### src/rtl/workout_pkg.sv
// rtl/workout_pkg.sv - phase codes shared by the workout controller and the LCD controller
package workout_pkg;

  localparam logic [2:0] PHASE_IDLE   = 3'd0;
  localparam logic [2:0] PHASE_WORK   = 3'd1;
  localparam logic [2:0] PHASE_REST   = 3'd2;
  localparam logic [2:0] PHASE_PAUSED = 3'd3;
  localparam logic [2:0] PHASE_DONE   = 3'd4;

  typedef enum logic [2:0] {
    PH_IDLE   = PHASE_IDLE,
    PH_WORK   = PHASE_WORK,
    PH_REST   = PHASE_REST,
    PH_PAUSED = PHASE_PAUSED,
    PH_DONE   = PHASE_DONE
  } phase_t;

endpackage

### src/rtl/workout_session_ctrl_tick_divider.sv
// rtl/workout_session_ctrl_tick_divider.sv - clock-enable divider, wrap strobe every DIV enabled cycles
module tick_divider #(
  parameter int DIV = 50_000_000
) (
  input  logic clk_sys,
  input  logic reset,
  input  logic clr,
  input  logic en,
  output logic wrap
);

  localparam int CW = (DIV > 1) ? $clog2(DIV) : 1;

  logic [CW-1:0] cnt;

  // Combinational strobe so the owner registers its reaction on the wrap edge.
  assign wrap = en && (cnt == CW'(DIV - 1));

  always_ff @(posedge clk_sys) begin
    if (reset || clr) begin
      cnt <= '0;
    end else if (en) begin
      if (wrap) cnt <= '0;
      else      cnt <= cnt + 1'b1;
    end
  end

endmodule

### src/rtl/workout_session_ctrl.sv
// rtl/workout_session_ctrl.sv - exercise/rest sequencer with pause, beep gating and session done
module workout_session_ctrl
  import workout_pkg::*;
#(
  parameter int CLK_HZ  = 50_000_000,
  parameter int TONE_HZ = 2000,
  parameter int N_EX    = 8,
  parameter int T_W     = 8,
  parameter int REST_S  = 10,
  parameter int BEEP_S  = 2,
  localparam int IDX_W  = $clog2(N_EX)
) (
  input  logic             clk_sys,
  input  logic             reset,
  input  logic             start,
  input  logic             skip,
  input  logic             pause,
  input  logic [T_W-1:0]   T_in,
  output logic [IDX_W-1:0] workout_num,
  output logic [T_W-1:0]   time_remain,
  output logic [2:0]       phase,
  output logic             tick_1hz,
  output logic             buzzer,
  output logic             done
);

  localparam int BW = $clog2(BEEP_S + 1);

  phase_t           state, state_n, ret_phase, ret_n;
  logic [IDX_W-1:0] num_n;
  logic [T_W-1:0]   tr_n, t_load;
  logic [BW-1:0]    beep_cnt, beep_n;
  logic             tick_n, end_int;
  logic             sec_wrap, tone_wrap, tone;

  // Seconds divider holds its count while paused so resume loses no fraction.
  tick_divider #(.DIV(CLK_HZ)) u_sec_div (
    .clk_sys (clk_sys),
    .reset   (reset),
    .clr     (start),
    .en      (state != PH_PAUSED),
    .wrap    (sec_wrap)
  );

  tick_divider #(.DIV(CLK_HZ / (2 * TONE_HZ))) u_tone_div (
    .clk_sys (clk_sys),
    .reset   (reset),
    .clr     (1'b0),
    .en      (1'b1),
    .wrap    (tone_wrap)
  );

  assign t_load = (T_in == '0) ? T_W'(1) : T_in;

  always_ff @(posedge clk_sys) begin
    if (reset) begin
      state       <= PH_IDLE;
      ret_phase   <= PH_IDLE;
      workout_num <= '0;
      time_remain <= '0;
      beep_cnt    <= '0;
      tick_1hz    <= 1'b0;
      tone        <= 1'b0;
      buzzer      <= 1'b0;
    end else begin
      state       <= state_n;
      ret_phase   <= ret_n;
      workout_num <= num_n;
      time_remain <= tr_n;
      beep_cnt    <= beep_n;
      tick_1hz    <= tick_n;
      if (tone_wrap) tone <= ~tone;
      buzzer      <= tone && (beep_cnt != '0);
    end
  end

  always_comb begin
    state_n = state;
    ret_n   = ret_phase;
    num_n   = workout_num;
    tr_n    = time_remain;
    beep_n  = beep_cnt;
    tick_n  = 1'b0;
    end_int = 1'b0;

    if (sec_wrap && (state != PH_PAUSED) && (beep_cnt != '0))
      beep_n = beep_cnt - 1'b1;

    if (start) begin
      state_n = PH_WORK;
      num_n   = '0;
      tr_n    = t_load;
      beep_n  = '0;
    end else begin
      case (state)
        PH_WORK, PH_REST: begin
          if (skip) begin
            end_int = 1'b1;
          end else if (pause) begin
            state_n = PH_PAUSED;
            ret_n   = state;
          end else if (sec_wrap) begin
            tick_n = 1'b1;
            if (time_remain > T_W'(1)) tr_n = time_remain - 1'b1;
            else                       end_int = 1'b1;
          end
        end
        PH_PAUSED: if (pause) state_n = ret_phase;
        default: ;
      endcase
    end

    // Interval end is shared by tick expiry and skip.
    if (end_int) begin
      if (state == PH_WORK) begin
        beep_n = BW'(BEEP_S);
        if (workout_num == IDX_W'(N_EX - 1)) begin
          state_n = PH_DONE;
          tr_n    = '0;
        end else if (REST_S == 0) begin
          state_n = PH_WORK;
          num_n   = workout_num + 1'b1;
          tr_n    = t_load;
        end else begin
          state_n = PH_REST;
          tr_n    = T_W'(REST_S);
        end
      end else begin
        state_n = PH_WORK;
        num_n   = workout_num + 1'b1;
        tr_n    = t_load;
      end
    end
  end

  always_comb begin
    phase = state;
    done  = (state == PH_DONE);
  end

endmodule

### config.mk
export PLATFORM = sky130hd
export DESIGN_NAME = workout_session_ctrl
export DESIGN_NICKNAME = d
export VERILOG_FILES = /design/src/rtl/workout_pkg.sv /design/src/rtl/workout_session_ctrl_tick_divider.sv /design/src/rtl/workout_session_ctrl.sv
export SDC_FILE = /design/constraint.sdc
export NUM_CORES = 1
export LEC_CHECK = 0
export CAP_MARGIN = 0
export CORE_MARGIN = 1.5
export CORE_UTILIZATION = 55
export CTS_CLUSTER_DIAMETER = 60
export DETAILED_ROUTE_END_ITERATION = 6
export PLACE_DENSITY = 0.77
export SLEW_MARGIN = 20
export SYNTH_ARGS = -nofsm -noshare
export SYNTH_HDL_FRONTEND = slang
export SYNTH_SLANG_ARGS = --single-unit
### constraint.sdc
create_clock -name clk_sys -period 2.83 [get_ports clk_sys]
set_input_delay 0.566 -clock clk_sys [delete_from_list [all_inputs] [get_ports clk_sys]]
set_output_delay 0.566 -clock clk_sys [all_outputs]
set_load 0.02 [all_outputs]
==> tab_implementation.tex <==
\begin{tabular}{lr}
\hline
Metric & Value \\
\hline
\multicolumn{2}{l}{\textbf{Status}} \\
\quad Result of the run & complete, no violations \\
\multicolumn{2}{l}{\textbf{Timing}} \\
\quad Time the final worst path needs with I/O delays and setup & 2.57 ns \\
\quad Max Clock Freq & between 300 and 400 MHz \\
\quad Worst-case setup margin in the final layout & 0.261 ns \\
\quad Count of pins over their slew limit & 0 \\
\quad Total negative slack & 0 ns \\
\quad Clock Skew & about 0.0054 ns \\
\quad RSZ-0062 raised after global routing & no \\
\quad Slew Limit Headroom & 0.644 \\
\quad Measured slew at the worst slew-check pin & between 0.5 and 0.6 ns \\
\quad Final clock period utilization by the worst path & 0.908 \\
\quad Final Hold Violating Endpoints & 0 \\
\quad Final setup violation count & 0 \\
\multicolumn{2}{l}{\textbf{Power and ir drop}} \\
\quad Combinational cell fraction of total power & 0.144 \\
\quad Cell leakage power & around 1.4 nW \\
\quad Power per cell area & $\sim$550 nW/um2 \\
\quad Portion of total power attributed to the clock network & 0.400 \\
\quad Internal Pwr Total & 1.51 mW \\
\quad Sequential cell fraction of total power & 0.456 \\
\quad Switching Share & 0.263 \\
\quad Final Power & $\sim$2.0 mW \\
\quad Sw power & between 0.5 and 0.6 mW \\
\quad Max rail drop VDD & approximately 0.37 mV \\
\multicolumn{2}{l}{\textbf{Drt}} \\
\quad Post-detailed-route via-to-cell ratio & around 5.7 \\
\quad Final wirelength & between 6000 and 7000 um \\
\quad Routed Antenna Nets & 0 \\
\quad Average wire per standard cell & around 14 um \\
\quad Starting DRT DRC Count & between 150 and 200 \\
\quad DR DRC count & 0 \\
\quad First-pass detailed-route iteration total & 5 \\
\quad Number of vias in the routed layout & between 2,000 and 3,000 \\
\multicolumn{2}{l}{\textbf{CTS}} \\
\quad Reg clk slew, reported paths & 0.07 ns \\
\quad Post-CTS Hold Fix Bufs & 0 \\
\quad Quantity of gates resized following cts & 0 \\
\quad CTS Sinks & a little over 60 \\
\quad Clock tree from TritonCTS & built \\
\quad Number of buffers on the longest clock path & 2 \\
\quad Post-CTS Setup Repair Bufs & 0 \\
\quad Number of buffers created by CTS & 9 \\
\quad Deepest level of the CTS H-tree & 3 \\
\quad Clock tree root buffer cell & clkbuf\_8 \\
\quad Worst-skew pair later-pin latency & 0.34 ns \\
\multicolumn{2}{l}{\textbf{Critical path}} \\
\quad Setup CP Type & reg2reg \\
\quad Endpoint class of the critical path & flip-flop \\
\quad Critical path startpoint category & flip-flop \\
\quad Arrival time reported for the critical path endpoint & 2.80 ns \\
\quad Data required time at the worst endpoint & 3.06 ns \\
\quad Top fanout value on the critical path & 6 \\
\multicolumn{2}{l}{\textbf{Synthesis}} \\
\quad Synth async-reset ratio & 0 \\
\quad Dominant synthesized flop cell & dfxtp\_1 \\
\quad Area share of the leading cell type in the synthesized netlist & 0.401 \\
\quad Post-synthesis compound-gate area fraction & 0.102 \\
\quad Cell types occupying the most area after synthesis & dfxtp\_1 (40\%), nor2\_1 (7.6\%), xor2\_1 (7.4\%), xnor2\_1 (4.2\%), nand3\_1 (4.2\%) \\
\quad Register area share after synthesis & 0.401 \\
\quad Adder-cell share of the synthesized area & 0.0283 \\
\quad Largest family of logic cells by synthesized area & simple AND/OR/NAND/NOR gates \\
\quad Cell area after synthesis & 3100 um2 \\
\quad Biggest area consumer among synthesized cells & dfxtp\_1 \\
\quad Post-synthesis area per instance & between 8 and 9 um2 \\
\quad Number of nets in the synthesized netlist & 391 \\
\quad Number of synthesis warnings & 0 \\
\quad Netlist cell types & between 50 and 60 \\
\quad Instance count of the mapped netlist & 371 \\
\quad Fraction of synthesized cell area in xor and xnor cells & 0.116 \\
\quad Number of synthesized flops with an enable pin & 0 \\
\quad Mux share of post-synthesis cell area & 0.00687 \\
\quad Count of state elements after synthesis & 62 \\
\quad Simple-gate area share of the yosys netlist & 0.319 \\
\multicolumn{2}{l}{\textbf{Finish}} \\
\quad Antenna Diode Count & 0 \\
\quad Layout overhead on the synthesized area & 19.5\% \\
\quad Final layout net count & 428 \\
\quad Commonest non-fill, non-tap cells in the layout & nor2\_1 (63), dfxtp\_1 (62), nand2\_1 (31) \\
\quad Number of fill cells in the layout & 466 \\
\quad Most frequent standard cell in the layout excluding fill and tap cells & nor2\_1 \\
\quad Share of final-layout standard cells stronger than drive strength 1 & 0.0801 \\
\quad Count of placed standard cells in the final layout, fillers left out & between 400 and 500 \\
\multicolumn{2}{l}{\textbf{Placement}} \\
\quad RePlAce Congestion & just over 0.9 \\
\quad Cell count after placement & around 470 \\
\quad DP Wirelength & 4890 um \\
\quad Port bufs & 29 \\
\quad Pre-CTS setup slack & 0.235 ns \\
\multicolumn{2}{l}{\textbf{Global routing}} \\
\quad Grt ovf & 0 \\
\quad Pin count of the biggest net entering global routing & 23 \\
\quad First-pass GRT wire length & around 12,000 um \\
\quad Number of global-route vias before repair & 2,608 \\
\quad Number of antenna violations at the first check in global routing & 0 \\
\quad Aggregate global-route resource usage & 0.245 \\
\multicolumn{2}{l}{\textbf{Die}} \\
\quad Die Wd & between 70 and 80 um \\
\quad Placeable core area & 5470 um2 \\
\quad Starting utilization of the core area & 0.566 \\
\quad Number of placement rows & 27 \\
\quad Number of placed I/O pins & 30 \\
\quad Die ar. & slightly above 6000 um2 \\
\quad Die span in y & 78.0 um \\
\multicolumn{2}{l}{\textbf{Min path}} \\
\quad Min-Delay Path Class & reg2reg \\
\multicolumn{2}{l}{\textbf{Job}} \\
\quad Max capacitance violation total & 0 \\
\hline
\end{tabular}
synth_stat cells (all sizes together), types with 4 or more instances:
cell,n
a21oi,14
nor3,12
ha,7
nand3,26
xor2,26
or3,4
nand2,31
nand4,6
inv,8
dfxtp,62
a31oi,6
or4,4
clkbuf,11
and3,12
nor2,63
nor4,5
nor4b,4
xnor2,15
o21ai,10
worst max-delay path: stages (launching register included):
cell      delay (ns)
dfxtp_1         0.38
or4_4           0.57
or4_4           0.52
or2_1           0.31
nand3b_4        0.20
a32o_1          0.26
a31o_1          0.21
metal layers:
metal	part of all wire	wire length, um	vias to the layer above	global-route usage
li1	-	-	1383	-
met1	0.48	3260	1297	0.321
met2	0.45	3100	62	0.384
met3	0.050	342	16	0.0570
met4	0.019	129	0	0.107
met5	0	0	-	0
logic make-up after synthesis:
group | Yosys count
simple gates | 190
fa+ha+maj | 7
flops | 62
mux | 2
compound gates | 49
xor+xnor | 41
buf+inv | 20
registers in the layout, summed over array words and instances, names as in the netlist:
| register | cells |
|---|---|
| beep_cnt | 2 |
| buzzer | 1 |
| phase | 3 |
| ret_phase | 3 |
| tick_1hz | 1 |
| time_remain | 8 |
| tone | 1 |
| u_sec_div.cnt | 26 |
| u_tone_div.cnt | 14 |
| workout_num | 3 |
path summary, 6_finish.rpt:
| path | start | endpoint | slack, ns | depth (start not counted) |
|---|---|---|---|---|
| max | time_remain[2]$_SDFFE_PP0P_ | time_remain[5]$_SDFFE_PP0P_ | 0.26 | 6 |
| min | u_sec_div.cnt[1]$_SDFFE_PP0P_ | u_sec_div.cnt[1]$_SDFFE_PP0P_ | 0.47 | 2 |
| max reg2reg | time_remain[2]$_SDFFE_PP0P_ | time_remain[5]$_SDFFE_PP0P_ | 0.26 | 6 |
| min reg2reg | u_sec_div.cnt[1]$_SDFFE_PP0P_ | u_sec_div.cnt[1]$_SDFFE_PP0P_ | 0.47 | 2 |
through the flow:
step	cell area (um2)	utilization	hold WS, ns
final	3700	0.676	0.470
after global routing	3700	0.676	0.487
after CTS	3700	0.676	0.476
after detailed placement	3490	0.638	0.466
after global placement	3490	0.638	0.456
after floorplan	3100	-	0.441
final cells by class:
cell class | count | area [um2] | area share
flip-flops and latches | 62 | 1240 | 0.336
inverters | 8 | 30.0 | 0.00812
repair buffers | 38 | 358 | 0.0968
clock inverters | 3 | 42.5 | 0.0115
multi-input cells | 289 | 1770 | 0.479
well taps | 72 | 90.1 | 0.0244
clock buffers | 12 | 165 | 0.0447
power groups by stage:
stage | clock, mW | sequential (mW) | combinational, mW
after global placement | 0 | 0.952 | 0.288
after detailed placement | 0 | 0.952 | 0.289
final | 0.819 | 0.935 | 0.295
after global routing | 0.867 | 0.939 | 0.325
after CTS | 0.832 | 0.934 | 0.293
after floorplan | 0 | 0.965 | 0.178
No activity file was read; power rests on OpenSTA's default activity.
==> RTL change 1: new RTL, config.mk and constraints unchanged <==
Reset style: asynchronous (`reset`), changed in one clocked block.
--- a/src/rtl/workout_session_ctrl.sv
+++ b/src/rtl/workout_session_ctrl.sv
@@ -54,3 +54,3 @@
 
-  always_ff @(posedge clk_sys) begin
+  always_ff @(posedge clk_sys or posedge reset) begin
     if (reset) begin
Formal check against the unedited RTL: differs if reset is asserted again (counterexample within 4 cycles, from zero or initial values and one cycle with reset high); with reset held inactive, the same outputs for 10 cycles.
==> RTL change 1 against the original RTL <==
Sequential cell count is the same; routed wire length grew 2.0%; die area grew 0.50%; clock skew grew 1.9 ps; maximum frequency shrank 7.3%; utilization grew 1.7 points; first-iteration DRC count grew 29%; area after synthesis grew 0.53%; setup slack lost 200 ps; final area grew 2.5%; critical path type unchanged; largest cell class unchanged.
Power is not compared: it rests on default switching activity, and its combinational part moved more than twofold at a synthesized area within 25%.
==> RTL change 1: results (changes against the original RTL) <==
Status - complete, no violations (unchanged)
Nets - 412 (was 428)
Clock Tree Buf Depth - 2 (unchanged)
Clock Skews - 7.287 ps (was 5.411 ps)
Synth async-reset ratio - 35.48% (was 0%)
Finished Layout Cells - 469 (was 484)
Syn nets - 368 (was 391)
Worst skew pair latency - 340 ps (about the same)
Yosys warns - 0 (unchanged)
Crit path capture - time_remain[5]$_DFFE_PP0P_ (was time_remain[5]$_SDFFE_PP0P_)
Routed WL - 6971 µm (was 6834 µm)
Top FF cell, synth - dfxtp_1 (unchanged)
Worst vdd ir - 0.4436 mV
Biggest regs - u_sec_div.cnt (26), u_tone_div.cnt (14), time_remain (8) (unchanged)
Dpl cell area - 0.003548 mm² (was 0.003491 mm²)
WHS - 472.0 ps (was 470.5 ps)
Global-route wire length before repair - 11910 µm (was 11880 µm)
Hold path depth - 1 (was 2)
Worst Path Arrival - 3000 ps (was 2800 ps)
Synth unique cells - 52 (was 55)
Worst slew pin tran - 613.2 ps (was 530.0 ps)
Maximum fanout along the worst path - 9 (was 6)
Vias per cell - 5.635 (was 5.698)
Fillers - 437 (was 466)
Post-DP HPWL - 4958 µm (was 4893 µm)
RePlAce Congestion - 0.8355 (was 0.9054)
Synth top area cells - dfxtp_1 (26%), dfrtp_1 (18%), nor2_1 (7.5%), xor2_1 (7.0%), xnor2_1 (3.7%) (was dfxtp_1 (40%), nor2_1 (7.6%), xor2_1 (7.4%), xnor2_1 (4.2%), nand3_1 (4.2%))
Mean Syn Cell Area - 8.942 µm² (was 8.344 µm²)
Hold Startpoint - u_tone_div.cnt[0]$_SDFF_PP0_ (was u_sec_div.cnt[1]$_SDFFE_PP0P_)
DRT iter0 DRCs - 207 (was 161)
Final critical-path share of the clock period - 97.96% (was 90.79%)
Worst hold path class - reg2reg (unchanged)
Seq/Total Area, Yosys - 43.43% (was 40.10%)
Tot GR Track Use - 24.93% (was 24.46%)
Reg2Reg Depth - 7 (was 6)
Clock Root Buffer - clkbuf_8 (unchanged)
CTS Buf Count - 9 (unchanged)
Placed Instances - 453 (was 469)
Clock H-tree levels - 3 (unchanged)
ANT cells - 0 (unchanged)
DP Worst Slack - -87.53 ps (was 234.9 ps)
Pin count of the biggest net entering global routing - 25 (was 23)
Critical Path Source Type - flip-flop (unchanged)
Share of cells above drive strength 1 - 12.34% (was 8.010%)
Hold EP - u_tone_div.cnt[0]$_SDFF_PP0_ (was u_sec_div.cnt[1]$_SDFFE_PP0P_)
Max Slew Vio Count - 0 (unchanged)
Vias in the first global route - 2601 (was 2608)
Crit Reg-Reg Startpoint - time_remain[6]$_DFFE_PP0P_ (was time_remain[2]$_SDFFE_PP0P_)
Synth cell count leaders - nor2_1 (62), dfxtp_1 (40), xor2_1 (25), dfrtp_1 (22), nand2_1 (22) (was nor2_1 (63), dfxtp_1 (62), nand2_1 (31), nand3_1 (26), xor2_1 (26))
==> RTL change 1: final cells by class <==
type | count | area [µm²] | share of cell area [%]
Clock buffer | 11 | 152.6 | 4.028
Clock inverter | 5 | 78.83 | 2.080
Inverter | 9 | 33.78 | 0.8914
Multi-Input combinational cell | 263 | 1657 | 43.71
Sequential cell | 62 | 1353 | 35.69
Tap cell | 72 | 90.09 | 2.377
Timing Repair Buffer | 47 | 425.4 | 11.22
==> RTL change 1: repair_timing <==
action                                  CTS  global route
resized for setup                         0             3
endpoints found under the setup margin    0            12
hold endpoints to repair                  0             0
==> RTL change 1: report_power, final <==
group / internal (µW) / switching (µW) / total (µW)
registers: 964 / 91.2 / 1060
clock network: 550 / 354 / 904
logic: 354 / 410 / 764
total: 1870 / 855 / 2720
==> RTL change 1: logic make-up after synthesis <==
kind of cell,synth area share (%)
AND/OR/NAND/NOR,27.58
flip-flops,43.43
AO/OA/AOI/OAI,9.610
XOR/XNOR,10.70
buffers and inverters,3.659
adder cells (fa/ha/maj),2.815
multiplexers,2.211
==> RTL change 1: per-layer routing <==
metal	vias up	track usage [%]	wire [µm]
li1	1305	-	-
met1	1271	32.01	3210
met2	54	40.87	3374
met3	13	4.302	254
met4	0	11.61	132
met5	-	0	0
==> RTL change 1: critical path, stage by stage (launching register included) <==
cell	delay [ps]
dfrtp_1	390
or4_4	560
or4b_4	550
or4_4	580
nand2_4	100
buf_4	170
o21ai_0	120
a22o_1	200
==> RTL change 2: new RTL, config.mk and constraints unchanged <==
Made on the original files. The parameter `REST_S` goes from 10 to 8.
--- a/src/rtl/workout_session_ctrl.sv
+++ b/src/rtl/workout_session_ctrl.sv
@@ -8,3 +8,3 @@
   parameter int T_W     = 8,
-  parameter int REST_S  = 10,
+  parameter int REST_S  = 8,
   parameter int BEEP_S  = 2,
Check against the original RTL: not equivalent (Yosys sat finds a counterexample within 4 cycles, from zero or initial values and one cycle with reset high).
==> RTL change 2 against the original RTL <==
Area after synthesis rose by 0.93%; sequential cell count unchanged; power is 4.6% higher; maximum frequency is 1.5% higher; non-clock buffer count grew 2; clock skew up 1.4 ps; sequential share of layout area fell by 0.59 points; setup slack improved by 37 ps; routed wire length fell by 1.2%; count of clock-buffer cells in the layout fell by 2; hold slack improved by 7.5 ps; final area up 1.8%; critical path type unchanged.
==> RTL change 2: results (changes against the original RTL) <==
Met3 usage - 4.186% (was 5.698%)
Via count - 2746 (was 2758)
Synth Area in Compound Gates - 8.771% (was 10.23%)
Global-route wire length before repair - 11480 µm (was 11880 µm)
Wire length on met2 - 3114 µm (was 3103 µm)
Dpl cell area - 0.003528 mm² (was 0.003491 mm²)
Tot GR Track Use - 23.56% (was 24.46%)
Clock Skews - 6.823 ps (was 5.411 ps)
Slowest stage cell, crit path - or4_2 (was or4_4)
WL met3 - 303 µm (was 342 µm)
Final min period - 2532 ps (was 2569 ps)
M1 GR Usage - 30.04% (was 32.09%)
Final setup margin - 297.8 ps (was 260.6 ps)
Adder-Cell Fraction of Synth Area - 2.803% (was 2.829%)
Status - complete, no violations (unchanged)
Synth cell count leaders - nor2_1 (66), dfxtp_1 (62), nand2_1 (35), xor2_1 (24), nand3_1 (22) (was nor2_1 (63), dfxtp_1 (62), nand2_1 (31), nand3_1 (26), xor2_1 (26))
Crit Reg-Reg Startpoint - u_sec_div.cnt[12]$_SDFFE_PP0P_ (was time_remain[2]$_SDFFE_PP0P_)
DRT iter0 DRCs - 150 (was 161)
DR pass1 iterations - 4 (was 5)
Share of cells above drive strength 1 - 9.026% (was 8.010%)
Pin count of the biggest net entering global routing - 24 (was 23)
Nets - 436 (was 428)
Post-DP HPWL - 4829 µm (was 4893 µm)
Reg-to-Reg End - time_remain[6]$_SDFFE_PP0P_ (was time_remain[5]$_SDFFE_PP0P_)
Met2 Usage GRT - 37.83% (was 38.43%)
DP Worst Slack - 87.57 ps (was 234.9 ps)
Met1 WL - 3208 µm (was 3258 µm)
Worst vdd ir - 0.3307 mV (was 0.3737 mV)
==> RTL change 2: changes by cell type in the layout (fill, tap and decap cells not counted), moves of 4 or more <==
| cell | delta |
|---|---|
| and3_1 | -6 |
| nand2_1 | +4 |
| nand3_1 | -4 |
| nor3_1 | +6 |
==> RTL change 2: cell type report <==
cell class | count | area, µm²
Multi-Input combinational cell | 293 | 1787
Fill cell | 446 | 1742
Sequential cell | 62 | 1241
Timing Repair Buffer | 40 | 372.9
Clock buffer | 10 | 127.6
Clock inverter | 6 | 108.9
Tap cell | 72 | 90.09
Inverter | 10 | 37.54
==> RTL change 2: report_power, final <==
| part | leakage [µW] | internal, µW | switching, µW | total [µW] |
|---|---|---|---|---|
| logic | 0.000713 | 120 | 144 | 265 |
| registers | 0.000503 | 894 | 32.4 | 926 |
| clock network | 0.000121 | 586 | 366 | 952 |
==> RTL change 2: worst min-delay path, cell delays in order, from the launching register on <==
cell,delay [ps]
dfxtp_1,330
nand2_1,60
a21oi_1,50
